===== config.mk =====
export PLATFORM = sky130hd
export DESIGN_NAME = ks_addsub_pipe_flat
export DESIGN_NICKNAME = d
export VERILOG_FILES = /design/src/rtl/ks_addsub_pipe_pkg.sv /design/src/rtl/ks_addsub_pipe_if.sv /design/src/rtl/ks_prefix_tree.sv /design/src/rtl/ks_addsub_pipe.sv /design/src/flat_wrapper.sv
export SDC_FILE = /design/constraint.sdc
export NUM_CORES = 1
export LEC_CHECK = 0
export BUFFER_PORTS_ARGS = -buffer_cell sky130_fd_sc_hd__buf_4
export CAP_MARGIN = 20
export CORE_MARGIN = 3
export CORE_UTILIZATION = 45
export CTS_CLUSTER_DIAMETER = 100
export CTS_CLUSTER_SIZE = 16
export DETAILED_ROUTE_END_ITERATION = 8
export PLACE_DENSITY = 0.65
export SLEW_MARGIN = 20
export SYNTH_ARGS = -nofsm -noshare
export SYNTH_HDL_FRONTEND = slang
export SYNTH_SLANG_ARGS = --single-unit

===== constraint.sdc =====
create_clock -name clk -period 5.78 [get_ports clk]
set_input_delay 0.578 -clock clk [delete_from_list [all_inputs] [get_ports clk]]
set_output_delay 0.578 -clock clk [all_outputs]
set_load 0.02 [all_outputs]

===== src/rtl/ks_addsub_pipe_pkg.sv =====
// Shared types and helpers for the Kogge-Stone add/sub pipeline.
// Width legality, prefix depth and prefix-cell primitives live here.
package ks_addsub_pipe_pkg;

  function automatic bit legal_width(int w);
    return (w == 4) || (w == 8) || (w == 16) || (w == 32);
  endfunction

  function automatic int levels(int w);
    int n;
    n = 0;
    for (int i = 0; i < 32; i++) begin
      if ((1 << i) < w) n = i + 1;
    end
    return n;
  endfunction

  typedef struct packed {
    logic v1;
    logic v2;
    logic v3;
  } stage_valid_t;

  function automatic logic gray_cell(
    logic gh, logic ph, logic gl
  );
    return gh | (ph & gl);
  endfunction

  function automatic logic [1:0] black_cell(
    logic gh, logic ph, logic gl, logic pl
  );
    return {gh | (ph & gl), ph & pl};
  endfunction

endpackage


===== src/rtl/ks_addsub_pipe_if.sv =====
// Operand/result handshake bundle for ks_addsub_pipe.
// master drives operands and out_ready; slave is the pipeline.
interface ks_addsub_pipe_if #(
  parameter int WIDTH = 16
);
  logic             in_valid;
  logic             in_ready;
  logic [WIDTH-1:0] a;
  logic [WIDTH-1:0] b;
  logic             sub;
  logic             out_valid;
  logic             out_ready;
  logic [WIDTH-1:0] result;
  logic             cout;
  logic             ovf;
  logic             zero;

  modport master (
    output in_valid, a, b, sub, out_ready,
    input  in_ready, out_valid, result,
    input  cout, ovf, zero
  );

  modport slave (
    input  in_valid, a, b, sub, out_ready,
    output in_ready, out_valid, result,
    output cout, ovf, zero
  );
endinterface


===== src/rtl/ks_prefix_tree.sv =====
// Combinational Kogge-Stone prefix tree with carry-in folded at bit 0.
// gg[i] is the group generate of bits i..0 including the carry-in.
module ks_prefix_tree
  import ks_addsub_pipe_pkg::*;
#(
  parameter int WIDTH = 16
) (
  input  logic [WIDTH-1:0] p,
  input  logic [WIDTH-1:0] g,
  input  logic             cin,
  output logic [WIDTH-1:0] gg
);

  localparam int L = levels(WIDTH);

  logic [WIDTH-1:0] gk [0:L];
  logic [WIDTH-1:0] pk [0:L];

  // Bits below 2*span are fully resolved at each level, so they only
  // need a gray cell; bit 1 borrows the freshly folded bit 0 at level 1.
  always_comb begin
    gk[0] = g;
    pk[0] = p;
    for (int l = 1; l <= L; l++) begin
      gk[l] = gk[l-1];
      pk[l] = pk[l-1];
      for (int i = 0; i < WIDTH; i++) begin
        if (l == 1 && i == 0) begin
          gk[1][0] = gray_cell(g[0], p[0], cin);
        end else if (l == 1 && i == 1) begin
          gk[1][1] = gray_cell(g[1], p[1], gk[1][0]);
        end else if (i >= (1 << (l-1))) begin
          if (l > 1 && i < (2 << (l-1))) begin
            gk[l][i] = gray_cell(gk[l-1][i], pk[l-1][i],
                                 gk[l-1][i-(1 << (l-1))]);
          end else begin
            {gk[l][i], pk[l][i]} =
              black_cell(gk[l-1][i], pk[l-1][i],
                         gk[l-1][i-(1 << (l-1))],
                         pk[l-1][i-(1 << (l-1))]);
          end
        end
      end
    end
    gg = gk[L];
  end

endmodule


===== src/rtl/ks_addsub_pipe.sv =====
// Three-stage Kogge-Stone adder/subtractor with valid/ready flow control.
// S1: p/g + carry-in, S2: prefix generates, S3: result and flags.
module ks_addsub_pipe
  import ks_addsub_pipe_pkg::*;
#(
  parameter int WIDTH = 16
) (
  input logic            clk,
  input logic            rst,
  ks_addsub_pipe_if.slave bus
);

  if (!legal_width(WIDTH)) begin : g_bad_width
    $error("ks_addsub_pipe: WIDTH must be 4, 8, 16 or 32");
  end

  stage_valid_t v_q;
  logic ld1, ld2, ld3, acc;

  assign ld3 = !v_q.v3 || bus.out_ready;
  assign ld2 = !v_q.v2 || ld3;
  assign ld1 = !v_q.v1 || ld2;
  assign acc = bus.in_valid && ld1;

  assign bus.in_ready = ld1;

  logic [WIDTH-1:0] b_x, p_d, g_d;
  logic [WIDTH-1:0] p1_q, g1_q;
  logic             cin1_q;
  logic [WIDTH-1:0] gg_d;
  logic [WIDTH-1:0] p2_q, gg2_q;
  logic             cin2_q;

  assign b_x = bus.b ^ {WIDTH{bus.sub}};
  assign p_d = bus.a ^ b_x;
  assign g_d = bus.a & b_x;

  ks_prefix_tree #(
    .WIDTH (WIDTH)
  ) u_tree (
    .p   (p1_q),
    .g   (g1_q),
    .cin (cin1_q),
    .gg  (gg_d)
  );

  logic [WIDTH-1:0] res_d, res_q;
  logic             cout_d, ovf_d, zero_d;
  logic             cout_q, ovf_q, zero_q;

  assign res_d  = p2_q ^ {gg2_q[WIDTH-2:0], cin2_q};
  assign cout_d = gg2_q[WIDTH-1];
  assign ovf_d  = gg2_q[WIDTH-2] ^ gg2_q[WIDTH-1];
  assign zero_d = ~|res_d;

  always_ff @(posedge clk) begin
    if (rst) begin
      v_q <= '0;
    end else begin
      if (ld1) v_q.v1 <= acc;
      if (ld2) v_q.v2 <= v_q.v1;
      if (ld3) v_q.v3 <= v_q.v2;
    end
  end

  always_ff @(posedge clk) begin
    if (acc) begin
      p1_q   <= p_d;
      g1_q   <= g_d;
      cin1_q <= bus.sub;
    end
    if (ld2 && v_q.v1) begin
      p2_q   <= p1_q;
      gg2_q  <= gg_d;
      cin2_q <= cin1_q;
    end
  end

  always_ff @(posedge clk) begin
    if (rst) begin
      res_q  <= '0;
      cout_q <= 1'b0;
      ovf_q  <= 1'b0;
      zero_q <= 1'b0;
    end else if (ld3 && v_q.v2) begin
      res_q  <= res_d;
      cout_q <= cout_d;
      ovf_q  <= ovf_d;
      zero_q <= zero_d;
    end
  end

  assign bus.out_valid = v_q.v3;
  assign bus.result    = res_q;
  assign bus.cout      = cout_q;
  assign bus.ovf       = ovf_q;
  assign bus.zero      = zero_q;

endmodule


===== src/flat_wrapper.sv =====
// flat-port wrapper written by rule: the top's interface ports become plain ports
module ks_addsub_pipe_flat import ks_addsub_pipe_pkg::*;
#(
  parameter int WIDTH = 16
)
  (clk, rst, bus_in_valid, bus_a, bus_b, bus_sub, bus_out_ready, bus_in_ready, bus_out_valid, bus_result, bus_cout, bus_ovf, bus_zero);
  ks_addsub_pipe_if #(.WIDTH(WIDTH)) bus_i ();
  input logic clk;
  input logic rst;
  input wire logic [$bits(bus_i.in_valid)-1:0] bus_in_valid;
  input wire logic [$bits(bus_i.a)-1:0] bus_a;
  input wire logic [$bits(bus_i.b)-1:0] bus_b;
  input wire logic [$bits(bus_i.sub)-1:0] bus_sub;
  input wire logic [$bits(bus_i.out_ready)-1:0] bus_out_ready;
  output wire logic [$bits(bus_i.in_ready)-1:0] bus_in_ready;
  output wire logic [$bits(bus_i.out_valid)-1:0] bus_out_valid;
  output wire logic [$bits(bus_i.result)-1:0] bus_result;
  output wire logic [$bits(bus_i.cout)-1:0] bus_cout;
  output wire logic [$bits(bus_i.ovf)-1:0] bus_ovf;
  output wire logic [$bits(bus_i.zero)-1:0] bus_zero;
  assign bus_i.in_valid = bus_in_valid;
  assign bus_i.a = bus_a;
  assign bus_i.b = bus_b;
  assign bus_i.sub = bus_sub;
  assign bus_i.out_ready = bus_out_ready;
  assign bus_in_ready = bus_i.in_ready;
  assign bus_out_valid = bus_i.out_valid;
  assign bus_result = bus_i.result;
  assign bus_cout = bus_i.cout;
  assign bus_ovf = bus_i.ovf;
  assign bus_zero = bus_i.zero;
  ks_addsub_pipe #(.WIDTH(WIDTH)) u_core (.clk(clk), .rst(rst), .bus(bus_i));
endmodule

* Word-level counts from Yosys, hierarchy flattened
Cells that the tools add are included.
** Operators by class
- Add/sub/neg operators :: 0
- Shift operators :: 0
- Divide/modulo/power cells :: 0
- Multiplexer cells :: 0
- Multipliers :: 0
- Eq/ne operators :: 0
- Bitwise operators :: 139
- Reductions and logical operators :: 11
- $lt $le $gt $ge :: 0
** Operators by type and width (count)
- $and 1x1->1 :: 84
- $or 1x1->1 :: 50
- $xor 16x16->16 :: 3
- $and 16x16->16 :: 1
- $reduce_or 16->1 :: 1
- $logic_not 1->1 :: 4
- $logic_and 1x1->1 :: 3
- $logic_or 1x1->1 :: 3
- $xor 1x1->1 :: 1
** Storage, ports and cells
- Bits in read-only memories :: 0
- Memory bits (writable) :: 0
- Memories kept :: 0
- Latch bits :: 0
- Register bits :: 88

* Logic depth before layout (Yosys ltp)
Gate-level depths: netlist of the first run.
- Word-level depth :: 10
- Gate-level depth with buffers :: 6

* Modules after synthesis
From an unflattened synthesis of the first run, not the netlist that was laid out.
** Second synthesis, totals
- Cell total of the unflattened synthesis :: 260
- Area total of the unflattened synthesis :: 3761.1 µm²
** Modules (own cells, without submodules)
- ks_addsub_pipe :: sequential area each 2422.3 µm², area each 3363.2 µm², times used 1, cells an instance 200
- ks_prefix_tree :: sequential area each 0.0 µm², area each 397.9 µm², times used 1, cells an instance 60

* Least setup slack after synthesis of the first run
OpenSTA, ideal clock, no wires.
- Kind :: input to register
- Start point :: input port bus_out_ready
- End point :: register u_core.cin2_q (enable)
- Required time :: 5.306 ns
- Stages :: 2
- Data arrival time :: 3.085 ns
- Setup time :: 0.474 ns
- Path slack :: 2.221 ns
- Path buffers :: 0
- Cells stage by stage :: nor2b_2 > a21boi_0
** On the way
- Cells in the longest elaborated chain, start to end :: 3
** Ends and longest elaborated chain
- from (decl) :: RTL line flat_wrapper.sv:14 : input wire logic [$bits(bus_i.out_ready)-1:0] bus_out_ready;
- $logic_or 1x1->1 :: RTL line ks_addsub_pipe.sv:20 : assign ld3 = !v_q.v3 || bus.out_ready;
- $logic_or 1x1->1 :: RTL line ks_addsub_pipe.sv:21 : assign ld2 = !v_q.v2 || ld3;
- $logic_and 1x1->1 :: RTL line ks_addsub_pipe.sv:72 : if (ld2 && v_q.v1) begin
- to (signal assigned) :: RTL line ks_addsub_pipe.sv:75 : cin2_q <= cin1_q;
- to (decl) :: RTL line ks_addsub_pipe.sv:32 : logic cin2_q;
No other way between the ends.
A chain may end at the register's enable or synchronous reset.

* Worst setup path in the final report of the first run
- Start point :: register u_core.v_q (netlist bit u_core.bus.out_valid)
- End point :: output port bus_in_ready
** On the way
- Cells in the longest elaborated chain, start to end :: 4
** Ends and longest elaborated chain
- from (decl) :: RTL line ks_addsub_pipe.sv:17 : stage_valid_t v_q;
- $logic_not 1->1 :: RTL line ks_addsub_pipe.sv:20
- $logic_or 1x1->1 :: RTL line ks_addsub_pipe.sv:20
- $logic_or 1x1->1 :: RTL line ks_addsub_pipe.sv:21
- $logic_or 1x1->1 :: RTL line ks_addsub_pipe.sv:22 : assign ld1 = !v_q.v1 || ld2;
- to (decl) :: RTL line flat_wrapper.sv:15 : output wire logic [$bits(bus_i.in_ready)-1:0] bus_in_ready;
No other way between the ends.

==> results of run 1 <==
[per-layer routing]
metal  track usage  vias up
li1              -     1104
met1         0.188      967
met2         0.198       71
met3        0.0547       13
met4        0.0631        0
met5             0        -
[cell families after synthesis]
logic type	after synthesis	share of synthesized area
buffers and inverters	13	0.0174
xor gates and xnor gates	33	0.0787
and+or+nand+nor	52	0.0753
DFF	88	0.659
adders and majority gates	16	0.0545
AOI/OAI and AO/OA	55	0.107
muxes	3	0.00817
[worst max path at each step]
| stage | from | endpoint | slack, ns | depth (start not counted) |
|---|---|---|---|---|
| after CTS | u_core.bus.out_valid | bus_in_ready | 3.74 | 3 |
| after global placement | bus_out_ready | u_core.bus.cout | 3.67 | 5 |
| after global routing | u_core.bus.out_valid | bus_in_ready | 3.68 | 3 |
| final | u_core.bus.out_valid | bus_in_ready | 3.77 | 3 |
| after floorplan | bus_out_ready | u_core.cin2_q | 2.22 | 2 |
| after detailed placement | bus_out_ready | u_core.g1_q[2] | 3.70 | 3 |
[synthesized netlist by cell type, types with 2 or more instances]
cell type,count
a211oi_1,17
a21o_1,7
a21oi_1,10
a31oi_1,3
buf_2,3
buf_4,3
dfxtp_1,22
edfxtp_1,66
ha_1,16
inv_1,4
mux2i_1,3
nand2_1,6
nand3_1,3
nand4_1,4
nor2_1,25
nor2b_1,2
o211ai_1,3
o21a_1,2
o21ai_0,4
xnor2_1,15
xor2_1,18
[cell type report]
cell class | count | area, µm² | area share
repair buffers | 59 | 463 | 0.104
flip-flops and latches | 88 | 2420 | 0.547
clock inverters | 6 | 57.6 | 0.0130
inverters | 5 | 18.8 | 0.00424
clock buffers | 10 | 128 | 0.0288
multi-input cells | 159 | 1210 | 0.274
well taps | 102 | 128 | 0.0288
[report_power, final]
group          internal (mW)  total, mW  switching [mW]
Combinational         0.0740      0.155          0.0809
Clock                  0.198      0.404           0.206
Sequential             0.743      0.780          0.0375
[cells in the final DEF (no fill, tap or decap), drive strengths merged, types with 3 or more instances in the layout]
master,netlist,layout
edfxtp,66,66
buf,7,59
nor2,25,25
dfxtp,22,22
xor2,18,18
a211oi,17,17
ha,16,16
xnor2,15,15
a21oi,11,11
clkbuf,1,10
a21o,8,8
inv,5,7
nand2,6,6
o21ai,5,5
nand4,5,5
nand3,5,5
o211ai,3,3
mux2i,3,3
clkinv,0,3
a31oi,3,3
nor2b,3,3
[flip-flops by register name, summed over array words and instances (netlist names)]
register	cells
u_core.bus.ovf	1
u_core.bus.cout	1
u_core.cin2_q	1
u_core.bus.result	16
u_core.g1_q	16
u_core.p1_q	16
u_core.p2_q	16
u_core.bus.out_valid	1
u_core.cin1_q	1
u_core.gg2_q	16
u_core.bus.zero	1
u_core.v_q	2
[metrics by stage]
step	total power, mW	setup WS, ns	utilization
final	1.34	3.77	0.567
after global routing	1.41	3.68	0.567
after CTS	1.35	3.74	0.564
after detailed placement	0.949	3.70	0.540
after global placement	0.944	3.67	0.540
after floorplan	0.885	2.22	-
==> flow_summary.json, run 1 <==
{
  "netlist_area_mm2": 0.00367,
  "synth_edf_count": 66,
  "min_to": "u_core.cin2_q",
  "fin_crit_ns": 2.01,
  "grt_pass1_wl_mm": 9.56,
  "gr-usage-all-layers": 0.139,
  "dieHeight_um": 96.4,
  "path_clk_slew_ns": 0.09,
  "worst_setup_path_start_kind": "flip-flop",
  "drive_gt1_frac": 0.266,
  "rsz0062_at_grt": "false",
  "clock_path_buffers": 2,
  "die-area_mm2": 0.00928,
  "drc": 0,
  "maxCapViolations": 0,
  "dpl_cell_area_mm2": 0.00422,
  "crit_slowest_cell": "nor2b_2",
  "die_x_um": 96.4,
  "cts_resized": 0,
  "core-area_mm2": 0.00781,
  "hold_viol": 0,
  "critPathTopFamily": "simple AND/OR/NAND/NOR gates",
  "via_per_inst": 5.02,
  "critical_path_buf_inv_count": 1,
  "ys_ff_latch": 88,
  "grt-ovfl-total": 0,
  "synthFlopType": "edfxtp_1",
  "synth_largest_area_cell": "edfxtp_1",
  "ir_drop_v": 0.000147,
  "status": "finished, final reports clean",
  "crit_type": "flip-flop to output port",
  "antenna_found_initial": 0,
  "dr_wl_met2_mm": 2.59,
  "finalSetupViolCount": 0,
  "holdBufCountCts": 0,
  "synth_top_area_share": 0.540,
  "hold_class": "flip-flop to flip-flop",
  "ant_nets": 0,
  "route.met3.wl_um": 413,
  "grt_pass1_vias": 2018,
  "place_congestion": 0.792,
  "reg2regPathDepth": 5,
  "wirelength_mm": 5.92,
  "hold_depth": 0,
  "r2r_slack_ns": 4.12,
  "critPathRequiredTime_ns": 5.20,
  "cts_root_buf": "clkbuf_8",
  "fillers": 662,
  "portBuffers": 57,
  "fmax_ghz": 0.498,
  "crit_path_max_fanout": 6,
  "synth_cell_types": 45,
  "synthArstFlopShare": 0,
  "drtPass1Iterations": 4,
  "syn_avg_cell_area_um2": 14.1,
  "met1_length_mm": 2.77,
  "cts_buffers": 9,
  "cpPeakStageDelay_ns": 0.38,
  "place_hpwl_mm": 4.29,
  "final_cell_area_mm2": 0.00443,
  "diodes": 0,
  "dp.cells": 412,
  "rows": 32,
  "cts_setup_buffers": 0,
  "r2r-end": "u_core.gg2_q[15]",
  "finalNonFillerCells": 429,
  "area_growth_pct": 20.6,
  "worstSkewPairLatency_ns": 0.35,
  "routed.top_layer": "met4",
  "worstSetupEndpointType": "output port",
  "worstPathCellList": "nor2b_2 > nand3_1 > buf_4",
  "ys_warn_count": 0,
  "p_leak_nw": 1.67,
  "skew_ns": 0.0129,
  "synth.top_cells.by_area": "edfxtp_1, dfxtp_1, ha_1, xor2_1, xnor2_1",
  "syn_nets": 313,
  "clock_sinks": 88,
  "hold_ws_ns": 0.466,
  "io-pin-count": 58,
  "crit_arrival_ns": 1.43,
  "cts_tree": "done",
  "fin_nets": 375,
  "fin_crit_sh": 0.347,
  "r2r_start": "u_core.p1_q[0]",
  "start_util": 0.471,
  "htreeDepth": 3,
  "ys_seq_area_frac": 0.659,
  "powerDensity_mw_per_mm2": 302,
  "grt_max_degree": 36,
  "synthCells": 260,
  "worstHoldStart": "u_core.cin1_q",
  "vias": 2155,
  "relSlewSlack": 0.524,
  "setup_tns_ns": 0,
  "wire_per_inst_um": 13.8,
  "slew_viol_final": 0,
  "drtIter0Drc": 91,
  "worst_pin_slew_ns": 0.712
}
Power figures use the tool's default switching activity.
==> run 2: changes to the inputs <==
--- a/config.mk
+++ b/config.mk
@@ -5,6 +5,7 @@
 export SDC_FILE = /design/constraint.sdc
 export NUM_CORES = 1
 export LEC_CHECK = 0
+export ABC_AREA = 1
 export BUFFER_PORTS_ARGS = -buffer_cell sky130_fd_sc_hd__buf_4
 export CAP_MARGIN = 20
 export CORE_MARGIN = 3
@@ -12,7 +13,7 @@
 export CTS_CLUSTER_DIAMETER = 100
 export CTS_CLUSTER_SIZE = 16
 export DETAILED_ROUTE_END_ITERATION = 8
-export PLACE_DENSITY = 0.65
+export PLACE_DENSITY = 0.64
 export SLEW_MARGIN = 20
 export SYNTH_ARGS = -nofsm -noshare
 export SYNTH_HDL_FRONTEND = slang
==> constraint.sdc (replaced) <==
create_clock -name clk -period 1.9 [get_ports clk]
set_input_delay 0.19 -clock clk [delete_from_list [all_inputs] [get_ports clk]]
set_output_delay 0.19 -clock clk [all_outputs]
set_load 0.02 [all_outputs]
==> run 2 against run 1 <==
Effect of this change:
- synthesized cell count rose by 32%
- total power grew to 3.0 times the previous value
- final area grew 3.0%
- critical path type is now flip-flop to flip-flop
- largest power group unchanged
==> flow_summary.json, run 2 <==
{
  "status": "finished, final reports clean",
  "die_x_um": 98.6,
  "finalNonFillerCells": 517,
  "seqPwrFrac": 0.581,
  "clock_sinks": 88,
  "finalSetupViolCount": 0,
  "slew_viol_final": 0,
  "fmax_ghz": 0.712,
  "r2r_start": "u_core.bus.out_valid",
  "cts_tree": "done",
  "wirelength_mm": 6.07,
  "htreeDepth": 3,
  "relSlewSlack": 0.732,
  "fin_crit_ns": 1.41,
  "switching_share": 0.239,
  "worstSetupEndpointType": "flip-flop",
  "powerDensity_mw_per_mm2": 874,
  "synthArstFlopShare": 0,
  "place_congestion": 0.803,
  "grt_max_degree": 35,
  "p_leak_nw": 1.96,
  "cts_root_buf": "clkbuf_8",
  "synth_top_area_share": 0.514,
  "skew_ns": 0.00887,
  "dieHeight_um": 98.6,
  "r2r_slack_ns": 0.49,
  "final_common_cell": "nand2_1",
  "fillers": 716,
  "crit_type": "flip-flop to flip-flop",
  "synth.top_cells.by_area": "edfxtp_1, dfxtp_1, nand2_1, ha_1, xor2_1",
  "via_per_inst": 4.75,
  "crit_arrival_ns": 1.41,
  "clkPwrFrac": 0.303,
  "worstHoldStart": "rst",
  "drtPass1Iterations": 7,
  "wire_per_inst_um": 11.7,
  "fin_util": 0.553,
  "crit_path_max_fanout": 33,
  "maxCapViolations": 0,
  "worst_setup_path_start_kind": "flip-flop",
  "ys_seq_area_frac": 0.628,
  "synthCells": 343,
  "die-area_mm2": 0.00971,
  "vias": 2457,
  "syn_nets": 396,
  "gr-usage-all-layers": 0.131,
  "place_hpwl_mm": 4.56,
  "yosysMostFrequentCell": "nand2_1",
  "rsz0062_at_grt": "false",
  "worst_pin_slew_ns": 0.402,
  "hold_ws_ns": 0.0292,
  "min_to": "u_core.bus.zero",
  "ir_drop_v": 0.000340,
  "cts_buffers": 9,
  "synth_edf_count": 66,
  "cts_setup_buffers": 0,
  "cts_resized": 0,
  "antenna_found_initial": 0,
  "rows": 33,
  "core-area_mm2": 0.00826,
  "grt-ovfl-total": 0,
  "synth_commonest_cells": "nand2_1, edfxtp_1, inv_1",
  "reg2regPathDepth": 6,
  "grt_pass1_wl_mm": 10.3,
  "ys_ff_latch": 88,
  "io-pin-count": 58,
  "final_cell_mix": "nand2_1, edfxtp_1, buf_4",
  "synthFlopType": "edfxtp_1",
  "critPathRequiredTime_ns": 1.90,
  "drive_gt1_frac": 0.206,
  "r2r-end": "u_core.g1_q[6]",
  "hold_depth": 2,
  "clock_path_buffers": 2,
  "ant_nets": 0,
  "holdBufCountCts": 0,
  "fin_nets": 460,
  "portBuffers": 57,
  "syn_avg_cell_area_um2": 11.2,
  "intPower_mw": 3.04,
  "fin_crit_sh": 0.740,
  "netlist_area_mm2": 0.00385,
  "hold_class": "input port to flip-flop",
  "pwr-share-comb": 0.117,
  "setup_tns_ns": 0,
  "diodes": 0,
  "dp.cells": 501,
  "power_switching_mw": 0.954,
  "worstSkewPairLatency_ns": 0.35,
  "ys_warn_count": 0,
  "synth_largest_area_cell": "edfxtp_1",
  "path_clk_slew_ns": 0.08,
  "synth_cell_types": 28,
  "grt_pass1_vias": 2305,
  "hold_viol": 0,
  "drc": 0,
  "drtIter0Drc": 91,
  "multiInputGateArea_mm2": 0.00125,
  "start_util": 0.467,
  "area_growth_pct": 18.4,
  "seqCellArea_mm2": 0.00242
}
-- run 2: changes by cell type after synthesis, sizes merged, moves of 3 or more --
| cell | previous run | this run |
|---|---|---|
| a211oi | 17 | 2 |
| a21o | 8 | 4 |
| a21oi | 11 | 23 |
| a31oi | 3 | 7 |
| inv | 5 | 35 |
| mux2i | 3 | 0 |
| nand2 | 6 | 75 |
| nand3 | 5 | 13 |
| nand4 | 5 | 0 |
| nor2b | 3 | 0 |
| o21ai | 5 | 19 |
| xnor2 | 15 | 9 |
-- run 2: worst max-delay path by stage --
stage | startpoint | end | slack [ns] | cells after the start
6_report | u_core.bus.out_valid | u_core.g1_q[6] | 0.49 | 6
4_1_cts | u_core.bus.out_valid | u_core.g1_q[6] | 0.45 | 6
3_3_place_gp | u_core.p1_q[10] | u_core.gg2_q[14] | 0.49 | 4
2_1_floorplan | u_core.bus.out_valid | u_core.cin1_q | 0.01 | 5
3_5_place_dp | u_core.bus.out_valid | u_core.cin1_q | 0.47 | 6
5_1_grt | u_core.p1_q[10] | u_core.gg2_q[14] | 0.33 | 4
-- run 2: cell families (layout without fill, tap and decap cells) --
group	Yosys count	in the layout	share of synthesized area
fa+ha+maj	16	16	0.0519
buf+inv	41	110	0.0464
simple gates	113	113	0.126
xor+xnor	25	25	0.0568
compound gates	60	60	0.0906
flops	88	88	0.628
-- run 2: area by class of cell --
cell class / count / share of cell area
Multi-Input combinational cell: 214 / 0.275
Clock buffer: 12 / 0.0296
Tap cell: 105 / 0.0288
Clock inverter: 4 / 0.0101
Timing Repair Buffer: 59 / 0.0970
Sequential cell: 88 / 0.531
Inverter: 35 / 0.0293
-- run 2: critical path, cell delays in order (launching register included) --
cell,delay (ns)
dfxtp_1,0.32
nand2_2,0.10
nor2_1,0.06
nand2_1,0.09
nand2_1,0.07
inv_1,0.05
buf_4,0.35
-- run 2: metal layers --
metal | track usage | wire length (µm) | vias to the layer above
met1 | 0.176 | 2930 | 1097
met5 | 0 | 0 | -
li1 | - | - | 1293
met2 | 0.206 | 2690 | 59
met3 | 0.0389 | 368 | 8
met4 | 0.0441 | 76 | 0
-- run 2: power groups by stage --
| stage | registers [mW] | logic (mW) | clock network [mW] |
|---|---|---|---|
| after detailed placement | 2.36 | 0.472 | 0 |
| after global placement | 2.36 | 0.466 | 0 |
| after CTS | 2.32 | 0.475 | 1.25 |
| final | 2.32 | 0.465 | 1.21 |
| after global routing | 2.34 | 0.537 | 1.30 |
| after floorplan | 2.37 | 0.281 | 0 |
-- run 2: through the flow --
| stage | worst slack [ns] | power [mW] | area, µm² |
|---|---|---|---|
| 2_1_floorplan | 0.0117 | 2.65 | 3850 |
| 3_3_place_gp | 0.487 | 2.83 | 4380 |
| 3_5_place_dp | 0.471 | 2.84 | 4380 |
| 4_1_cts | 0.449 | 4.04 | 4570 |
| 5_1_grt | 0.330 | 4.17 | 4570 |
| 6_report | 0.495 | 3.99 | 4570 |
